## src/rtl/matrix_key_scan.sv

```systemverilog
// matrix_key_scan: 4x4 active-low key matrix scanner.
// Drives one column low per slot, samples the synchronized rows at the end of
// each slot, and debounces whole-matrix snapshots once per full scan. It emits
// a one-cycle key_flag with key_code (row*4 + col) when the accepted snapshot
// goes from empty to exactly one key.
// Optional feature: define MATRIX_KEY_REPEAT_EN for periodic auto-repeat
// flags while the same single key stays accepted.
module matrix_key_scan #(
    parameter logic [15:0] SCAN_DIV       = 16'd1000,
    parameter logic [7:0]  DEBOUNCE_SCANS = 8'd4,
    parameter logic [7:0]  REPEAT_SCANS   = 8'd50
) (
    input  logic       clk,
    input  logic       rst_n,
    input  logic [3:0] row_in,
    output logic [3:0] col_out,
    output logic [3:0] key_code,
    output logic       key_flag,
    output logic       key_held
);

    // Snapshot layout is column-major: bit col*4 + row.
    logic [3:0]  row_meta;
    logic [3:0]  row_sync;
    logic [15:0] slot_cnt;
    logic [1:0]  col;
    logic        slot_last;
    logic        scan_end;
    logic [15:0] snap;
    logic [15:0] snap_full;
    logic [15:0] prev_snap;
    logic [15:0] accepted;
    logic [15:0] acc_next;
    logic [7:0]  stable_cnt;
    logic [7:0]  stable_next;
    logic        accept_upd;
    logic        acc_onehot;
    logic        first_press;
    logic        flag_next;
    logic [3:0]  code_next;

    // Two-flop synchronizer for the asynchronous row inputs (idle = pulled up).
    always_ff @(posedge clk or negedge rst_n) begin
        if (!rst_n) begin
            row_meta <= '1;
            row_sync <= '1;
        end else begin
            row_meta <= row_in;
            row_sync <= row_meta;
        end
    end

    // Slot timer and column index; column advances at the end of every slot.
    always_ff @(posedge clk or negedge rst_n) begin
        if (!rst_n) begin
            slot_cnt <= '0;
            col      <= '0;
        end else if (slot_last) begin
            slot_cnt <= '0;
            col      <= col + 2'd1;
        end else begin
            slot_cnt <= slot_cnt + 16'd1;
        end
    end

    // Active-low one-cold column drive.
    always_comb begin
        col_out = ~(4'b0001 << col);
    end

    // Scan-end evaluation: merge the column-3 sample, update debounce count,
    // and decide whether the accepted snapshot changes this cycle.
    always_comb begin
        slot_last          = (slot_cnt == SCAN_DIV - 16'd1);
        scan_end           = slot_last && (col == 2'd3);
        snap_full          = snap;
        snap_full[15:12]   = ~row_sync;
        if (snap_full == prev_snap) begin
            stable_next = (stable_cnt >= DEBOUNCE_SCANS) ? DEBOUNCE_SCANS
                                                         : stable_cnt + 8'd1;
        end else begin
            stable_next = '0;
        end
        accept_upd  = scan_end && (stable_next == DEBOUNCE_SCANS);
        acc_next    = accept_upd ? snap_full : accepted;
        acc_onehot  = (acc_next != '0) && ((acc_next & (acc_next - 16'd1)) == '0);
        first_press = accept_upd && (accepted == '0) && acc_onehot;
    end

    // Translate the column-major bit index to row*4 + col.
    always_comb begin
        code_next = '0;
        for (int unsigned i = 0; i < 16; i++) begin
            if (acc_next[i]) begin
                code_next = {i[1:0], i[3:2]};
            end
        end
    end

    // Snapshot capture at each slot end; debounce state updates at scan end.
    always_ff @(posedge clk or negedge rst_n) begin
        if (!rst_n) begin
            snap       <= '0;
            prev_snap  <= '0;
            stable_cnt <= '0;
            accepted   <= '0;
        end else begin
            if (slot_last) begin
                snap[{col, 2'b00} +: 4] <= ~row_sync;
            end
            if (scan_end) begin
                prev_snap  <= snap_full;
                stable_cnt <= stable_next;
                if (accept_upd) begin
                    accepted <= snap_full;
                end
            end
        end
    end

`ifdef MATRIX_KEY_REPEAT_EN
    logic [7:0] rep_cnt;
    logic       rep_active;
    logic       rep_fire;

    // A repeat fires only while the accepted key is unchanged this scan.
    always_comb begin
        rep_fire  = scan_end && rep_active && (acc_next == accepted) &&
                    (rep_cnt == REPEAT_SCANS - 8'd1);
        flag_next = first_press || rep_fire;
    end

    // Scan counter armed by the initial flag; any change of accepted clears it.
    always_ff @(posedge clk or negedge rst_n) begin
        if (!rst_n) begin
            rep_cnt    <= '0;
            rep_active <= 1'b0;
        end else if (scan_end) begin
            if (first_press) begin
                rep_cnt    <= '0;
                rep_active <= 1'b1;
            end else if (acc_next != accepted) begin
                rep_cnt    <= '0;
                rep_active <= 1'b0;
            end else if (rep_active) begin
                rep_cnt <= rep_fire ? 8'd0 : rep_cnt + 8'd1;
            end
        end
    end
`else
    logic unused_repeat;

    // Without auto-repeat only the initial press produces a flag.
    always_comb begin
        flag_next     = first_press;
        unused_repeat = ^REPEAT_SCANS;
    end
`endif

    // Registered outputs: flag, code and held all change on the same edge.
    always_ff @(posedge clk or negedge rst_n) begin
        if (!rst_n) begin
            key_flag <= 1'b0;
            key_code <= '0;
            key_held <= 1'b0;
        end else begin
            key_flag <= flag_next;
            key_held <= (acc_next != '0);
            if (first_press) begin
                key_code <= code_next;
            end
        end
    end

endmodule

```

## config.mk

```make
export PLATFORM = sky130hd
export DESIGN_NAME = matrix_key_scan
export DESIGN_NICKNAME = d
export VERILOG_FILES = /design/src/rtl/matrix_key_scan.sv
export SDC_FILE = /design/constraint.sdc
export NUM_CORES = 1
export LEC_CHECK = 0
export CORE_AREA = 2 2 83 85
export DETAILED_ROUTE_END_ITERATION = 10
export DIE_AREA = 0 0 85 87
export GPL_TIMING_DRIVEN = 0
export PLACE_DENSITY = 0.9
export SETUP_SLACK_MARGIN = 0.5
export SLEW_MARGIN = 20
export SYNTH_ARGS = -nofsm -noshare
export SYNTH_HDL_FRONTEND = slang
export SYNTH_SLANG_ARGS = --single-unit
```

## constraint.sdc

```tcl
create_clock -name clk -period 9 [get_ports clk]
set_clock_uncertainty 0.05 [all_clocks]
set_input_delay 1.8 -clock clk [delete_from_list [all_inputs] [get_ports clk]]
set_output_delay 1.8 -clock clk [all_outputs]
set_load 0.02 [all_outputs]
```

==> metrics.md <==
| Metric | Value |
|---|---|
| CTS HTree Levels | `3` |
| Max Cap Viol | `0` |
| CP Capture Point | `key_code[3]` |
| Hold_buf cts | `0` |
| Die area | `between 0.007 and 0.008 mm^2` |
| Bufs and invs on worst path | `1` |
| Clock Tree Buf Depth | `2` |
| R2R setup slack | `~5 ns` |
| Gr usage total | `26.35%` |
| Worst relative slew slack | `between 40% and 50%` |
| Drt pass-1 iters | `5` |
| Synth area leaders | `dfrtp_1, nand2_1, dfstp_2` |
| Layout cell share with drive strength beyond 1 | `between 8 and 9%` |
| Avg WL per Cell | `roughly 16 um` |
| Post-route ant nets | `0` |
| Placer Congestion | `around 0.91` |
| RSZ-0062 raised after global routing | `no` |
| Vias in the first global route | `~3200` |
| Initial antenna violation count | `0` |
| CP Cell Sequence | `or4_1 -> nor4_4 -> and2_1 -> and3_1 -> buf_6 -> mux2i_1 -> nor2_1 -> or3_4 -> nor4_4 -> mux2_1` |
| Root Buffer | `clkbuf_8` |
| Critical path depth | `10` |
| Fmax | `~0.25 GHz` |
| Cells after synthesis | `between 400 and 500` |
| Final Critical Period | `3.992 ns` |
| Top-level port count | `16` |
| Slew @ Worst Pin | `roughly 0.86 ns` |
| CTS sink count | `between 80 and 90` |
| FF-to-FF End | `key_code[3]` |
| Skew-Pair Late Insertion Delay | `0.36 ns` |
| Post-synth ARST share | `100.0%` |
| Total grt overflow | `0` |
| CTS tree | `done` |
| Status | `completed` |
| Worst EP required | `9.20 ns` |
| Synth cell count leaders | `nand2_1, dfrtp_1, o21ai_0` |
| Synth top area share | `45.92%` |
| Cts repair resizes | `0` |
| Worst hold path type | `reg -> reg` |
| Max Slew Vio Count | `0` |
| Initial Utilization | `63.05%` |
| Worst path arrival time | `~4.2 ns` |
| Synth unique cells | `just under 50` |
| Synth warn | `0` |
| Crit path max-delay family | `simple AND/OR/NAND/NOR gates` |
| Setup CP Type | `reg -> reg` |
| Period utilisation layout | `approximately 44%` |
| Worst-path clk slew | `~0.09 ns` |
| TritonCTS Buffers | `9` |
| Area Overhead vs Synth | `11.99%` |
| EDFF count, synth | `0` |
| Die Wd | `roughly 85 um` |
| Dpl hpwl | `between 6000 and 7000 um` |
| Nets | `480` |
| Syn avg cell area | `9.434 um^2` |
| Synth Flop Type | `dfrtp_1` |
| Seq cells post-synth | `between 80 and 90` |
| Core ar. | `around 0.0066 mm^2` |
| Critical path's largest stage delay | `0.65 ns` |
| Ant. Diodes | `0` |
| Residual DRC count | `0` |
| Worst path most repeated cell | `nor4_4` |
| Largest net degree at the start of global routing | `62` |
| Final core utilization | `70.61%` |
| Initial DRC count | `274` |
| Core Rows | `30` |
| Synthesized net count | `453` |
| Worst-path fanout max | `10` |
| CP max stage cell | `or4_1` |
| Reg-to-Reg Start | `slot_cnt[15]` |
| Reg2reg path depth | `10` |
| Final TNS setup | `0 ns` |
| Static Leak | `between 2 and 2.5 nW` |
| Area leader, netlist | `dfrtp_1` |
| Final setup violation count | `0` |
| Postcts setup bufs | `0` |
| Pwr dens | `around 150 mW/mm^2` |
| WL final | `9088 um` |
| Total number of vias | `~3300` |
| Post-Syn Area | `between 0.004 and 0.005 mm^2` |
| Final Hold Viols | `0` |
| DIE HEIGHT | `~87 um` |
| Worst setup path start | `slot_cnt[15]` |
| Worst setup SP type | `flop` |
| Maximum VDD drop | `roughly 150 uV` |
| Post-synthesis sequential area ratio | `51.00%` |
| Most common cell in the synthesized netlist | `nand2_1` |
| First-pass GRT wire length | `roughly 15000 um` |
| Via density | `about 6.1` |
| Crit end category | `flop` |
| Port Buf Inserts | `15` |
power by group:
| group | internal, mW | total (mW) | leakage (nW) | switching, mW |
|---|---|---|---|---|
| clock | 0.138 | 0.281 | 0.0995 | 0.143 |
| sequential | 0.380 | 0.381 | 1.13 | 0.000721 |
| combinational | 0.00524 | 0.0174 | 0.921 | 0.0122 |
area by class of cell:
class	count	area (um^2)
timing repair buffer	16	175.2
clock buffer	10	137.6
multi-input combinational	317	1888
buffer	21	90.09
clock inverter	6	71.32
sequential	84	2112
tap	80	100.1
inverter	17	63.81
fill	428	1931
flip-flops by register name (all words and copies together) (netlist names), 2 cells and up:
signal,count
prev_snap,16
snap,12
key_code,4
accepted,16
slot_cnt,16
col,2
row_meta,4
row_sync,4
stable_cnt,8
per-stage QoR:
stage | total power [mW] | hold slack, ns | setup slack, ns | area, um^2 | std cells
finish | 0.6793 | 0.3097 | 5.008 | 4638 | 551
global route | 0.6971 | 0.3130 | 4.832 | 4638 | 551
CTS | 0.6798 | 0.3091 | 4.831 | 4632 | 551
detailed placement | 0.4060 | 0.2972 | 4.878 | 4423 | 535
global placement | 0.4042 | 0.2957 | 3.309 | 4392 | 534
floorplan | 0.3931 | 0.2952 | 5.522 | 4141 | 439
cells by family (layout without fill, tap and decap cells):
logic type | count (synthesis) | count (layout) | share of synthesized area, %
xor gates and xnor gates | 31 | 31 | 6.556
muxes | 11 | 11 | 3.021
DFF | 84 | 84 | 51.00
adders and majority gates | 11 | 11 | 3.142
and+or+nand+nor | 198 | 198 | 22.90
buffers and inverters | 38 | 70 | 3.716
AOI/OAI and AO/OA | 66 | 66 | 9.668
layer usage:
layer / wire length [um] / GRT usage [%]
met3: 525 / 5.308
met4: 226 / 9.812
met2: 4474 / 43.04
met1: 3862 / 35.25
met5: 0 / 0
worst min-delay path by stage:
stage,cells past startpoint,slack (ns),to,startpoint
after detailed placement,0,0.30,row_sync[1],row_meta[1]
after CTS,0,0.31,row_sync[1],row_meta[1]
after floorplan,0,0.30,row_sync[0],row_meta[0]
final,0,0.31,row_sync[3],row_meta[3]
after global routing,0,0.31,row_sync[3],row_meta[3]
after global placement,0,0.30,row_sync[2],row_meta[2]
placed cells by master (no fill, tap or decap), types with 3 or more instances in the layout:
cell type,instances
o21ai_0,33
clkbuf_8,10
clkbuf_1,17
o211ai_1,3
dfrtp_1,76
ha_1,8
xor2_1,10
nor2_1,24
mux2_1,3
nand2_1,97
nor3_1,12
dfstp_2,8
xnor2_1,21
nor2b_1,5
a31oi_1,3
nand3_1,15
clkdlybuf4s50_1,14
nand2b_1,6
maj3_1,3
inv_1,17
a21oi_1,7
buf_2,3
and3_1,7
nand4_1,12
or3_1,5
mux2i_1,5
a21o_1,4
No activity file was read; power rests on OpenSTA's default activity.
